File: src/rtl/srl_tap_bank.sv
// Bank of WIDTH addressable shift registers sharing one enable and one tap address.
// The shift array carries no reset so it can map onto SRL primitives; fill/valid live in flops.
module srl_tap_bank #(
  parameter int WIDTH  = 8,
  parameter int DEPTH  = 32,
  parameter int AW     = $clog2(DEPTH),
  parameter int OUTREG = 0
) (
  input  logic             clk,
  input  logic             rst,
  input  logic [WIDTH-1:0] a,
  input  logic             e,
  input  logic [AW-1:0]    addr,
  output logic [WIDTH-1:0] z,
  output logic [WIDTH-1:0] q,
  output logic             valid,
  output logic [AW:0]      fill
);

  localparam logic [AW:0]   DEPTH_L = (AW+1)'(DEPTH);
  localparam logic [AW-1:0] LAST    = AW'(DEPTH - 1);

  logic [DEPTH-1:0] sr [WIDTH];
  logic [AW-1:0]    ea;
  logic [WIDTH-1:0] tap;
  logic             tap_valid;

  // Bit 0 is the newest stage, bit DEPTH-1 the oldest.
  always_ff @(posedge clk) begin
    if (e) begin
      for (int ch = 0; ch < WIDTH; ch++) begin
        sr[ch] <= {sr[ch][DEPTH-2:0], a[ch]};
      end
    end
  end

  always_comb begin
    ea        = ({1'b0, addr} >= DEPTH_L) ? LAST : addr;
    tap_valid = (fill > {1'b0, ea});
    tap       = '0;
    q         = '0;
    for (int ch = 0; ch < WIDTH; ch++) begin
      tap[ch] = sr[ch][ea];
      q[ch]   = sr[ch][DEPTH-1];
    end
  end

  // A stage is meaningful once at least ea+1 shifts have landed since reset.
  always_ff @(posedge clk or posedge rst) begin
    if (rst) begin
      fill <= '0;
    end else if (e && (fill != DEPTH_L)) begin
      fill <= fill + (AW+1)'(1);
    end
  end

  generate
    if (OUTREG != 0) begin : g_outreg
      logic [WIDTH-1:0] z_r;
      logic             valid_r;

      // Samples the pre-shift array on every edge, regardless of e.
      always_ff @(posedge clk or posedge rst) begin
        if (rst) begin
          z_r     <= '0;
          valid_r <= 1'b0;
        end else begin
          z_r     <= tap;
          valid_r <= tap_valid;
        end
      end

      assign z     = z_r;
      assign valid = valid_r;
    end else begin : g_comb
      assign z     = tap;
      assign valid = tap_valid;
    end
  endgenerate

endmodule

File: config.mk
export PLATFORM = sky130hd
export DESIGN_NAME = srl_tap_bank
export DESIGN_NICKNAME = d
export VERILOG_FILES = /design/src/rtl/srl_tap_bank.sv
export SDC_FILE = /design/constraint.sdc
export NUM_CORES = 1
export LEC_CHECK = 0
export ABC_AREA = 1
export CAP_MARGIN = 25
export CORE_MARGIN = 4
export CORE_UTILIZATION = 55
export DETAILED_ROUTE_END_ITERATION = 8
export GPL_TIMING_DRIVEN = 0
export PLACE_DENSITY_LB_ADDON = 0.25
export SYNTH_ARGS = -nofsm -noshare
export SYNTH_HDL_FRONTEND = slang
export SYNTH_SLANG_ARGS = --single-unit
File: constraint.sdc
create_clock -name clk -period 2.3 [get_ports clk]
set_clock_uncertainty 0.05 [all_clocks]
set_input_delay 0.46 -clock clk [delete_from_list [all_inputs] [get_ports clk]]
set_output_delay 0.46 -clock clk [all_outputs]
set_load 0.01 [all_outputs]
==> results.toml <==
[setup_path]
crit_arrival_ps = 1800
crit_start = "fill[3]"
crit_type = "flip-flop to output pin"
r2r-end = "fill[4]"
reg2regPathDepth = 8
regToRegStartpoint = "fill[1]"
worstSetupStartpointType = "flip-flop"
end_kind = "output pin"
worst-path-max-fanout = 2
r2r_setup_slack_ps = 730
cp.required_ps = 1790

[drt]
wl_per_cell_um = 19.8
drtIter0Drc = 925
drt_wl_total_um = 25600
vias = 7382
detail-route-antenna-nets = 0
drc = 0
first_pass_iters = 5
vias_per_cell = 5.70

[floorplan]
ios = 39
start_util_pct = 56.1
die-area_um2 = 22200
die-width_um = 149
rows = 51
die_h_um = 149
core_area_um2 = 19500

[power_and_ir_drop]
seqPwrFrac_pct = 50.6
power-per-cell-area_nw_per_um2 = 877
power_uw = 11500
p_leak_uw = 0.00519
swShare_pct = 24.0
combinationalPowerShare_pct = 12.5
power.net_switching_uw = 2750
internal_power_uw = 8730
p_clk_share_pct = 37.0
peakVddDrop_mv = 0.645

[timing]
finalCriticalPeriod_ps = 2310
timing.final.ws_setup_ps = -10.4
fin_crit_sh_pct = 100
slew_viol_final = 0
final-setup-viol-count = 1
fmax_mhz = 433
tns_ps = -10.4
whs_ps = 94.1
slew_headroom_pct = 57.4
rsz0062_at_grt = "yes"
hold_viol = 0
worstMarginPinSlew_ps = 639

[clock_network]
cts_root_buffer = "clkbuf_16"
clkSinkCount = 262
htreeDepth = 1
hold_buffers = 0
cts_tree = "done"
numCtsBuffers = 26
insertion_delay_ps = 540
ctsLongestPathBuffers = 3
clkSlewWorstSetupHoldPaths_ps = 60

[logic_synthesis]
ys_warn_count = 0
synth_seq_area_share_pct = 71.8
synthCells = 924
ys_ff_latch = 262
avgSynthCellArea_um2 = 11.8
syn_nets = 947
synth_cell_types = 20
synth_area_um2 = 10900

[global_route]
grt_antenna_before_repair = 0
grt_pass1_wl_um = 38700
grt_pass1_vias = 6958
grt_use_total_pct = 22.8
grt_max_degree = 95
overflow = 0

[final_layout]
drive_above_1_share_pct = 16.7
num_antenna_cells = 0
areaGrowthSynthToFinish_pct = 20.0
final_area_um2 = 13100
nets = 1035

[placed_design]
io_buffers = 35
placed_cell_area_um2 = 11700
gp_congestion = 0.852
dp_hpwl_um = 16000

[hold_path]
min_path_type = "primary input to asynchronous set/reset pin"

[status]
status = "finished with violations"
violations = "negative setup slack"

[job]
cap_violations = 0
[layout make-up]
| type | instances | area [um^2] |
|---|---|---|
| plain buffers | 61 | 719 |
| clock buffers | 30 | 666 |
| clock inverters | 17 | 185 |
| fillers | 1387 | 6370 |
| inverters | 12 | 62.6 |
| multi-input cells | 589 | 2680 |
| flip-flops and latches | 262 | 7840 |
| well taps | 265 | 332 |
| repair buffers | 60 | 611 |
[per-stage QoR]
stage	cells	util (%)	worst slack (ps)
final	1296	67.3	-10.4
after global routing	1296	67.3	-58.3
after CTS	1283	66.1	-17.0
after detailed placement	1226	59.9	-1020
after global placement	1224	59.6	-9240
after floorplan	924	-	73.5
[layer usage]
| metal | up-vias | track usage [%] | share of wire (%) |
|---|---|---|---|
| met4 | 0 | 7.32 | 4.2 |
| li1 | 3393 | - | - |
| met5 | - | 0 | 0 |
| met3 | 67 | 3.59 | 7.6 |
| met2 | 349 | 36.5 | 47 |
| met1 | 3573 | 32.7 | 41 |
[cells in the mapped netlist]
cell type / instances / share of area (%)
nand3_1: 194 / 8.9
buf_6: 24 / 2.5
nor2_1: 4 / 0.14
clkinv_1: 2 / 0.069
a21oi_1: 3 / 0.14
nand2_1: 370 / 13
buf_1: 2 / 0.069
o21ai_0: 1 / 0.046
ha_1: 7 / 0.80
buf_4: 12 / 0.83
nand4_1: 2 / 0.11
dfrtp_1: 6 / 1.4
o32a_1: 1 / 0.092
nor3_1: 3 / 0.14
xor2_1: 4 / 0.32
buf_2: 19 / 0.87
edfxtp_1: 256 / 70
inv_2: 1 / 0.034
inv_1: 9 / 0.31
clkbuf_1: 4 / 0.14
[registers in the layout, summed over array words and instances (netlist names)]
signal,flops
sr,256
fill,6
[critical path: stages (launching register included)]
cell and delay [ps]:
dfrtp_2 400, ha_1 310, nand2_1 80, o32a_1 330, buf_2 140
[placed cells by master (no fill, tap or decap), drive strengths merged]
| cell type | n |
|---|---|
| nand2 | 370 |
| edfxtp | 256 |
| nand3 | 194 |
| buf | 94 |
| clkbuf | 34 |
| clkdlybuf4s50 | 23 |
| clkinv | 14 |
| inv | 11 |
| ha | 7 |
| dfrtp | 6 |
| nor2 | 4 |
| xor2 | 4 |
| bufinv | 4 |
| nor3 | 3 |
| a21oi | 3 |
| nand4 | 2 |
| o21ai | 1 |
| o32a | 1 |
[worst max-delay path by stage]
stage	to	slack, ps	cells past startpoint
after floorplan	valid	70	6
after global placement	fill[4]	-9240	6
after detailed placement	z[5]	-1020	11
after CTS	z[5]	-20	12
after global routing	valid	-60	4
final	valid	-10	4
[power by group through the flow]
stage | logic (uW) | registers [uW] | clock network, uW
2_1_floorplan | 666 | 5870 | 0
3_3_place_gp | 1170 | 6000 | 0
3_5_place_dp | 1210 | 5920 | 0
4_1_cts | 1360 | 5800 | 4290
5_1_grt | 1560 | 5840 | 4520
6_report | 1430 | 5800 | 4250
[cells by family after synthesis]
kind of cell	count (synthesis)	synth area share (%)
compound gates	5	0.275
xor+xnor	4	0.321
fa+ha+maj	7	0.802
buf+inv	73	4.79
flops	262	71.8
simple gates	573	22.0
[timing repair]
item                                   in CTS  in global routing
setup endpoints to repair                   9                  9
buffers inserted                            6                 13
pin swaps                                  15                 24
endpoints found under the hold margin       0                  0
gates cloned                                4                  0
resized for setup                         134                 37
(Power assumes the default switching activity.)
